`config.mk`:
```
export PLATFORM = sky130hd
export DESIGN_NAME = regfile_wb_ctrl
export DESIGN_NICKNAME = d
export VERILOG_FILES = /design/src/rtl/wb_pkg.sv /design/src/rtl/wb_fifo.sv /design/src/rtl/regfile_wb_ctrl.sv
export SDC_FILE = /design/constraint.sdc
export NUM_CORES = 1
export LEC_CHECK = 0
export ABC_AREA = 1
export CAP_MARGIN = 0
export CORE_MARGIN = 2
export CORE_UTILIZATION = 47
export CTS_CLUSTER_DIAMETER = 30
export DETAILED_ROUTE_END_ITERATION = 10
export PLACE_DENSITY = 0.83
export SYNTH_ARGS = -nofsm -noshare
export SYNTH_HDL_FRONTEND = slang
export SYNTH_HIERARCHICAL = 1
export SYNTH_SLANG_ARGS = --single-unit
```
`constraint.sdc`:
```
create_clock -name clk -period 3.3 [get_ports clk]
set_clock_uncertainty 0.1 [all_clocks]
set_input_delay 0.66 -clock clk [delete_from_list [all_inputs] [get_ports clk]]
set_output_delay 0.66 -clock clk [all_outputs]
set_load 0.05 [all_outputs]
```
`src/rtl/wb_pkg.sv`:
```
// Shared types and defaults for the register-bank writeback controller.
package wb_pkg;

   localparam int AWIDTH_DEF     = 3;
   localparam int DWIDTH_DEF     = 8;
   localparam int FIFO_DEPTH_DEF = 2;
   localparam int REG_COUNT      = 2 ** AWIDTH_DEF;

   typedef enum logic [1:0] {
      WB_SRC_NONE,
      WB_SRC_ALU,
      WB_SRC_LOAD
   } wb_src_e;

endpackage

```
`src/rtl/wb_fifo.sv`:
```
// Synchronous FIFO buffering load returns until the bank write port is free.
module wb_fifo
   import wb_pkg::*;
#(
   parameter type req_t = logic [10:0],
   parameter int  DEPTH = FIFO_DEPTH_DEF
) (
   input  logic clk,
   input  logic rst_n,
   input  logic push,
   input  req_t push_data,
   input  logic pop,
   output logic full,
   output logic empty,
   output req_t head
);

   localparam int PW = $clog2(DEPTH);
   localparam int CW = PW + 1;

   req_t          mem [DEPTH];
   logic [PW-1:0] wr_ptr;
   logic [PW-1:0] rd_ptr;
   logic [CW-1:0] count;
   logic          do_push;
   logic          do_pop;

   assign full    = (count == CW'(DEPTH));
   assign empty   = (count == '0);
   assign do_push = push && !full;
   assign do_pop  = pop && !empty;
   assign head    = mem[rd_ptr];

   // NOTE: sequential state uses non-blocking assignments so every register
   // samples pre-edge values, independent of process ordering.
   always_ff @(posedge clk or negedge rst_n) begin
      if (!rst_n) begin
         wr_ptr <= '0;
         rd_ptr <= '0;
         count  <= '0;
      end else begin
         if (do_push) wr_ptr <= wr_ptr + PW'(1);
         if (do_pop)  rd_ptr <= rd_ptr + PW'(1);
         count <= count + CW'(do_push) - CW'(do_pop);
      end
   end

   // NOTE: storage is deliberately not reset; count gates every read, so
   // stale entries are never observed and the array stays plain RAM.
   always_ff @(posedge clk) begin
      if (do_push) mem[wr_ptr] <= push_data;
   end

endmodule

```
`src/rtl/regfile_wb_ctrl.sv`:
```
// Writeback controller: merges ALU and load results onto the bank write port,
// tracks outstanding loads and bypasses the in-flight write onto the read path.
module regfile_wb_ctrl
   import wb_pkg::*;
#(
   parameter int AWIDTH     = AWIDTH_DEF,
   parameter int DWIDTH     = DWIDTH_DEF,
   parameter int FIFO_DEPTH = FIFO_DEPTH_DEF
) (
   input  logic                 clk,
   input  logic                 rst_n,
   input  logic                 alu_valid,
   input  logic [AWIDTH-1:0]    alu_rd,
   input  logic [DWIDTH-1:0]    alu_data,
   input  logic                 ld_issue,
   input  logic [AWIDTH-1:0]    ld_issue_rd,
   input  logic                 ld_valid,
   output logic                 ld_ready,
   input  logic [AWIDTH-1:0]    ld_rd,
   input  logic [DWIDTH-1:0]    ld_data,
   input  logic [AWIDTH-1:0]    raddr1,
   input  logic [AWIDTH-1:0]    raddr2,
   input  logic [DWIDTH-1:0]    rf_rdata1,
   input  logic [DWIDTH-1:0]    rf_rdata2,
   output logic [DWIDTH-1:0]    rdata1,
   output logic [DWIDTH-1:0]    rdata2,
   output logic                 hazard,
   output logic [2**AWIDTH-1:0] pending,
   output logic                 wen,
   output logic [AWIDTH-1:0]    waddr,
   output logic [DWIDTH-1:0]    wdata
);

   localparam int NREGS = 2 ** AWIDTH;

   typedef struct packed {
      logic [AWIDTH-1:0] rd;
      logic [DWIDTH-1:0] data;
   } wb_req_t;

   wb_src_e          src;
   wb_req_t          sel;
   wb_req_t          ld_req;
   wb_req_t          fifo_head;
   logic             fifo_full;
   logic             fifo_empty;
   logic             fifo_pop;
   logic [NREGS-1:0] pending_next;

   assign ld_ready = !fifo_full;
   assign ld_req   = '{rd: ld_rd, data: ld_data};

   wb_fifo #(
      .req_t (wb_req_t),
      .DEPTH (FIFO_DEPTH)
   ) u_fifo (
      .clk       (clk),
      .rst_n     (rst_n),
      .push      (ld_valid && ld_ready),
      .push_data (ld_req),
      .pop       (fifo_pop),
      .full      (fifo_full),
      .empty     (fifo_empty),
      .head      (fifo_head)
   );

   // NOTE: every always_comb output gets a default first so no path leaves
   // it unassigned, which would otherwise infer a latch.
   always_comb begin
      src      = WB_SRC_NONE;
      sel      = '0;
      fifo_pop = 1'b0;
      if (alu_valid) begin
         src = WB_SRC_ALU;
         sel = '{rd: alu_rd, data: alu_data};
      end else if (!fifo_empty) begin
         src      = WB_SRC_LOAD;
         sel      = fifo_head;
         fifo_pop = 1'b1;
      end
   end

   // Clear before set so a same-cycle issue to the retiring rd keeps it pending.
   always_comb begin
      pending_next = pending;
      if (src == WB_SRC_LOAD) pending_next[sel.rd] = 1'b0;
      if (ld_issue)           pending_next[ld_issue_rd] = 1'b1;
      pending_next[0] = 1'b0;
   end

   always_ff @(posedge clk or negedge rst_n) begin
      if (!rst_n) begin
         wen     <= 1'b0;
         waddr   <= '0;
         wdata   <= '0;
         pending <= '0;
      end else begin
         wen <= (src != WB_SRC_NONE) && (sel.rd != '0);
         if (src != WB_SRC_NONE) begin
            waddr <= sel.rd;
            wdata <= sel.data;
         end
         pending <= pending_next;
      end
   end

   function automatic logic [DWIDTH-1:0] bypass(input logic [AWIDTH-1:0] addr,
                                                 input logic [DWIDTH-1:0] rf);
      if (addr == '0)                 return '0;
      else if (wen && waddr == addr)  return wdata;
      else                            return rf;
   endfunction

   assign rdata1 = bypass(raddr1, rf_rdata1);
   assign rdata2 = bypass(raddr2, rf_rdata2);
   assign hazard = (raddr1 != '0 && pending[raddr1]) ||
                   (raddr2 != '0 && pending[raddr2]);

endmodule

```
==> impl_metrics.json <==
{
  "whs_ns": 0.387,
  "cp.arrival_ns": 2.19,
  "critPathMaxStageDelay_ns": 0.58,
  "grt_pass1_vias": 2400,
  "fillerInstances": 448,
  "wl_per_cell_um": 12.6,
  "die_h_um": 78.2,
  "worst-setup-path-type": "primary input to output pin",
  "rows": 27,
  "endpoint_kind": "output pin",
  "fp.coreArea_um2": 5410,
  "power_frac_comb_pct": 59.4,
  "postCtsSetupRepairBufs": 0,
  "synth_mux_area_share_pct": 0,
  "layout_min_cycle_time_ns": 2.95,
  "ys_seq_elements": 45,
  "synth_top_family_by_area": "simple AND/OR/NAND/NOR gates",
  "critPathLaunchType": "primary input",
  "pin_count": 90,
  "rsz0062_at_grt": "false",
  "drtPass1Iterations": 5,
  "syn_area_per_cell_um2": 7.43,
  "via_count": 2517,
  "vias_per_cell": 4.91,
  "cts.sinks": 45,
  "p_sw_share_pct": 48.1,
  "antenna_found_initial": 0,
  "grt_use_total_pct": 21.8,
  "synth_xor_area_share_pct": 0,
  "path_delay_family": "buffers and inverters",
  "yosys.area_share.simple_pct": 38.6,
  "die_w_um": 78.2,
  "leakage_nw": 1.84,
  "powerDensity_nw_per_um2": 857,
  "worstPathCellList": "clkdlybuf4s50_1 > inv_2 > nand2_2 > nand3_2 > nor2_4 > nor2_1 > nor2_1 > buf_12",
  "antennaDiodeCount": 0,
  "switching_power_mw": 1.57,
  "hp-class": "register to register",
  "grt_use_met1_pct": 25.9,
  "cts_tree": "built",
  "clk_latency_ns": 0.29,
  "cpMostUsedCell": "nor2_1",
  "areaGrowthSynthToFinish_pct": 47.3,
  "intPower_mw": 1.69,
  "tightestPinTransition_ns": 0.552,
  "finalSetupViolCount": 0,
  "outcome": "finished clean",
  "total_power_mw": 3.26,
  "cts.clk_slew.worst_paths_ns": 0.08,
  "yosysSeqAreaShare_pct": 47.8,
  "final_layout_size_suffix_gt1_share_pct": 10.7,
  "cap_violations": 0,
  "cts_buffers": 5,
  "ctsLongestPathBuffers": 2,
  "grt_pass1_wl_mm": 10.6,
  "drc": 0,
  "start_util_pct": 47.8,
  "dp_hpwl_mm": 5.18,
  "synth_compound_area_share_pct": 3.87,
  "cts_max_level": 2,
  "finalMaxSlewViolations": 0,
  "gp_congestion": 0.878,
  "grt_max_degree": 24,
  "period_share_pct": 89.3,
  "cp_max_fo": 8,
  "p_seq_share_pct": 28.6,
  "grt_overflow_total": 0,
  "syn_area_um2": 2590,
  "die_area_um2": 6110,
  "ir_worst_vdd_mv": 0.468,
  "busiest_layer": "met2",
  "tns_ns": 0,
  "crit_buf_inv": 3,
  "syn-instance-count": 348,
  "wl_mm": 6.47,
  "hold_buffers": 0,
  "max_freq_ghz": 0.339,
  "placed_cell_area_um2": 3700,
  "use_met2_pct": 39.8,
  "dr.first_iter.drc_count": 70,
  "yosys_warnings": 6,
  "cts_resized": 0,
  "cpMaxStageDelayCell": "clkdlybuf4s50_1",
  "ys_types": 21,
  "crit_required_ns": 2.54,
  "syn_nets": 402,
  "num-nets-final": 494,
  "port_buffers": 88,
  "synth_adder_area_share_pct": 0.968,
  "timing.final.hold_violations": 0,
  "use_met3_pct": 3.68,
  "ant_nets": 0,
  "maxSlewHeadroom_pct": 63.1,
  "finish.instance_area_um2": 3810,
  "cts-root-buf": "clkbuf_8",
  "p_clk_share_pct": 12.1
}
-- power groups by stage --
| stage | Sequential, mW | Clock (mW) | Combinational (mW) |
|---|---|---|---|
| final | 0.932 | 0.394 | 1.94 |
| after global routing | 0.955 | 0.427 | 2.08 |
| after CTS | 0.930 | 0.406 | 1.95 |
| after detailed placement | 0.942 | 0 | 1.93 |
| after global placement | 0.937 | 0 | 1.88 |
| after floorplan | 1.24 | 0 | 0.913 |
-- placed cells by master (no fill, tap or decap), drive strengths merged, types with 2 or more instances in the layout --
cell type,netlist,layout
nand2,139,139
buf,6,20
dfrtp,23,23
inv,46,46
a21oi,3,3
clkdlybuf4s50,0,71
edfxtp,22,22
nand4,5,5
o211ai,8,8
nor2,44,44
o21ai,5,5
ha,2,2
clkbuf,0,5
nand3,43,43
-- flip-flops by register name, indices dropped and copies added, names as in the netlist --
signal,count
pending,7
u_fifo/count,2
u_fifo/mem,22
u_fifo/rd_ptr,1
u_fifo/wr_ptr,1
waddr,3
wdata,8
wen,1
-- synth_stat cells --
cell type | count | area (um2)
nand2_1 | 135 | 507
nand3_1 | 41 | 205
inv_1 | 40 | 150
nor2_1 | 36 | 135
dfrtp_1 | 23 | 576
edfxtp_1 | 22 | 661
o211ai_1 | 8 | 60.1
inv_2 | 6 | 22.5
nand4_1 | 5 | 31.3
o21ai_0 | 5 | 25.0
nand2_2 | 4 | 25.0
nor2_2 | 4 | 25.0
nor2_4 | 4 | 45.0
a21oi_1 | 3 | 15.0
buf_4 | 3 | 22.5
buf_6 | 2 | 22.5
ha_1 | 2 | 25.0
nand3_2 | 2 | 20.0
buf_2 | 1 | 5.00
conb_1 | 1 | 3.75
nor3_1 | 1 | 5.00
-- cell families (layout without fill, tap and decap cells) --
kind of cell | after synthesis | in the layout
other | 1 | 1
DFF | 45 | 45
buffers and inverters | 52 | 145
AOI/OAI and AO/OA | 16 | 16
adders and majority gates | 2 | 2
and+or+nand+nor | 232 | 232
-- final cells by class --
type	instances	area [um2]	area share, %
timing repair buffer	91	1070	28.2
inverter	46	173	4.53
sequential	45	1240	32.4
multi-input combinational	251	1130	29.6
clock inverter	3	41.3	1.08
tap	72	90.1	2.36
clock buffer	5	68.8	1.81
-- through the flow --
stage | util [%] | worst slack, ns | cells
floorplan | - | 0.659 | 348
global placement | 68.4 | 0.386 | 505
detailed placement | 68.4 | 0.349 | 505
CTS | 70.5 | 0.348 | 513
global route | 70.5 | 0.232 | 513
finish | 70.5 | 0.354 | 513
-- metal layers --
metal,up-vias,wire length (um)
met2,90,3420
li1,1282,-
met3,6,446
met5,-,0
met1,1139,2550
met4,0,54
-- worst min-delay path, stage by stage (launching register included) --
cell and delay, ns:
dfrtp_1 0.35, nand2_1 0.06, nand2_1 0.05
-- path summary, 6_finish.rpt --
path	cells past startpoint	slack, ns	startpoint	to
setup reg to reg	12	1.20	u_fifo/count[1]	u_fifo/count[1]
hold reg to reg	2	0.39	u_fifo/wr_ptr	u_fifo/wr_ptr
setup / recovery	8	0.35	raddr1[0]	rdata1[3]
min in group asynchronous	2	0.62	rst_n	waddr[1]
max in group asynchronous	2	2.25	rst_n	pending[6]
hold / removal	2	0.39	u_fifo/wr_ptr	u_fifo/wr_ptr
Power figures use the tool's default switching activity.
==> variant: new RTL, same settings <==
The package constant `DWIDTH_DEF` goes from 8 to 9.
--- a/src/rtl/wb_pkg.sv
+++ b/src/rtl/wb_pkg.sv
@@ -4,3 +4,3 @@
    localparam int AWIDTH_DEF     = 3;
-   localparam int DWIDTH_DEF     = 8;
+   localparam int DWIDTH_DEF     = 9;
    localparam int FIFO_DEPTH_DEF = 2;
Ports: changed (7 resized); port bits go from 90 to 97. No check against the original RTL was run, so the function may have changed too.
==> variant against the unedited design <==
- synthesized area up 4.0%
- total power up 2.9%
- worst setup slack worse by 110 ps
- sequential cell count up 3
- register-to-register slack better by 200 ps
- design area up 4.7%
- sequential share of layout area up 0.68 points
- wire length up 3.9%
- first-iteration DRC count up 10%
- count of clock-buffer cells in the layout unchanged
- largest power group unchanged
==> variant: results (changes against the unedited design) <==
via density per instance = 4.95 (+0.99%)
global routing met3 resource utilization = 4.19% (+0.51 points)
topmost layer with routed signal wires = met4
registers with the most flip-flops = u_fifo/mem: 24 flops, wdata: 9 flops, pending: 7 flops
class of the worst hold path = flip-flop to flip-flop
main area contributors after synthesis = sky130_fd_sc_hd__edfxtp_1 (27%), sky130_fd_sc_hd__dfrtp_1 (22%), sky130_fd_sc_hd__nand2_1 (22%)
proportion of synthesized flip-flops having asynchronous set or reset = 50.0% (-1.1 points)
hold path startpoint = u_fifo/wr_ptr$_DFFE_PN0P_
all-layer global routing usage = 22.1% (+0.32 points)
total clock buffers created by CTS = 5 (unchanged)
Clk pin slew, worst setup/hold paths = 90 ps
routability cong. = 0.822 (-6.5%)
dpl cells = 525 (+4.0%)
start point of the critical path = raddr1[0]
number of library cell types mapped by synthesis = 25 (+19%)
prevailing post-synth register cell = sky130_fd_sc_hd__edfxtp_1
number of port buffers = 95 (+8.0%)
leakage power = 1.95 nW (+5.6%)
largest net degree at the start of global routing = 25 (+4.2%)
Synth Instances = 362 (+4.0%)
net count reported at finish = 518 (+4.9%)
share of final-layout standard cells stronger than drive strength 1 = 11.7% (+1.1 points)
worst-path fanout max = 9 (+1)
diodes inserted = 0 (unchanged)
category of the worst setup path launch point = primary input
Detailed Place HPWL = 5370 microns (+3.7%)
met1 routing resource usage after global routing = 26.3% (+0.40 points)
met1 wire length = 2670 microns (+4.7%)
maximum level of the CTS H-tree = 2 (unchanged)
data arrival time at the worst-slack endpoint = 2300 ps (+110 ps)
first-pass GRT wire length = 10,900 microns (+2.5%)
Power Internal = 1.72 mW (+1.6%)
sequential element share of the synthesized area = 49.1% (+1.3 points)
Max IR drop VDD = 0.525 mV (+12%)
number of instances resized during post-cts repair = 0 (unchanged)
via count of the first global-routing pass = 2,432 (+1.3%)
count of yosys warnings during synthesis = 6 (unchanged)
violation count after the first detailed-route iteration = 77 (+10%)
most instantiated cells after synthesis = sky130_fd_sc_hd__nand2_1 (155), sky130_fd_sc_hd__nor2_1 (43), sky130_fd_sc_hd__inv_1 (30), sky130_fd_sc_hd__nand3_1 (27)
met2 wire len = 3500 microns (+2.5%)
aggregate routed wire length = 6720 microns (+3.9%)
Rel. slew slack = 64.4% (+1.4 points)
synthesized netlist net count = 420 (+4.5%)
met2 usage = 40.5% (+0.68 points)
total met3 wirelength after detailed routing = 465 microns (+4.3%)
Clock Tree Buf Depth = 2 (unchanged)
r2r startpoint = u_fifo/rd_ptr$_DFFE_PN0P_
run status = completed
Final Setup Violations = 0 (unchanged)
post-DR wirelength/cell = 12.6 microns (about the same)
number of iterations in the first detailed-routing pass = 4 (-1)
number of synthesized flops with an enable pin = 24 (+9.1%)
buffer count from post-CTS setup fixing = 0 (unchanged)
source-to-sink clock delay at the later pin of the worst-skew pair = 310 ps (+20 ps)
number of inserted filler cells in the final layout = 436 (-2.7%)
==> variant: cell count changes after synthesis, moves of 5 or more <==
| cell | before | now |
|---|---|---|
| sky130_fd_sc_hd__nand3b_1 | 0 | 9 |
| sky130_fd_sc_hd__o211ai_1 | 8 | 3 |
| sky130_fd_sc_hd__inv_2 | 6 | 11 |
| sky130_fd_sc_hd__inv_1 | 40 | 30 |
| sky130_fd_sc_hd__nand2_1 | 135 | 155 |
| sky130_fd_sc_hd__nand3_1 | 41 | 27 |
| sky130_fd_sc_hd__nor2_1 | 36 | 43 |
==> variant: power groups by stage <==
| stage | sequential, mW | clock [mW] | combinational, mW |
|---|---|---|---|
| 2_1_floorplan | 1.33 | 0 | 0.911 |
| 3_3_place_gp | 1.02 | 0 | 1.93 |
| 3_5_place_dp | 1.03 | 0 | 1.98 |
| 4_1_cts | 1.01 | 0.369 | 1.99 |
| 5_1_grt | 1.04 | 0.396 | 2.13 |
| 6_report | 1.02 | 0.365 | 1.98 |
==> variant: cell type report <==
cell class / count / share of cell area (%)
clock buffer: 5 / 1.73
clock inverter: 3 / 0.659
inverter: 41 / 3.86
multi-input combinational: 265 / 29.0
sequential: 48 / 33.1
tap: 72 / 2.26
timing repair buffer: 99 / 29.4
==> variant: worst paths after layout <==
path                            slack, ps  cells past startpoint                        end
worst max-delay path                  240                      8                  rdata1[4]
worst min-delay path                  420                      2  u_fifo/wr_ptr$_DFFE_PN0P_
max in group asynchronous            2270                      2       pending[3]$_DFF_PN0_
worst min register to register        420                      2  u_fifo/wr_ptr$_DFFE_PN0P_
min in group asynchronous             590                      2  u_fifo/count[0]$_DFF_PN0_
worst max register to register       1400                      7       pending[4]$_DFF_PN0_
==> variant: per-stage QoR <==
| stage | setup WS (ps) | area [sq um] |
|---|---|---|
| after global routing | 68.8 | 3990 |
| after CTS | 251 | 3990 |
| after floorplan | 547 | 2690 |
| final | 243 | 3990 |
| after detailed placement | 255 | 3890 |
| after global placement | 289 | 3890 |
==> variant: worst max-delay path, cell delays in order <==
cell and delay, ps:
sky130_fd_sc_hd__clkdlybuf4s50_1 610, sky130_fd_sc_hd__inv_2 80, sky130_fd_sc_hd__nand2_1 90, sky130_fd_sc_hd__nand3_1 100, sky130_fd_sc_hd__nor2_2 310, sky130_fd_sc_hd__nor2_1 80
sky130_fd_sc_hd__nor2_1 200, sky130_fd_sc_hd__buf_12 170
==> variant: cell families after synthesis <==
logic type	synth area share [%]
AO/OA/AOI/OAI	2.61
adder cells (fa/ha/maj)	0.931
buffers and inverters	7.82
flip-flops	49.1
other	0.139
AND/OR/NAND/NOR	39.4
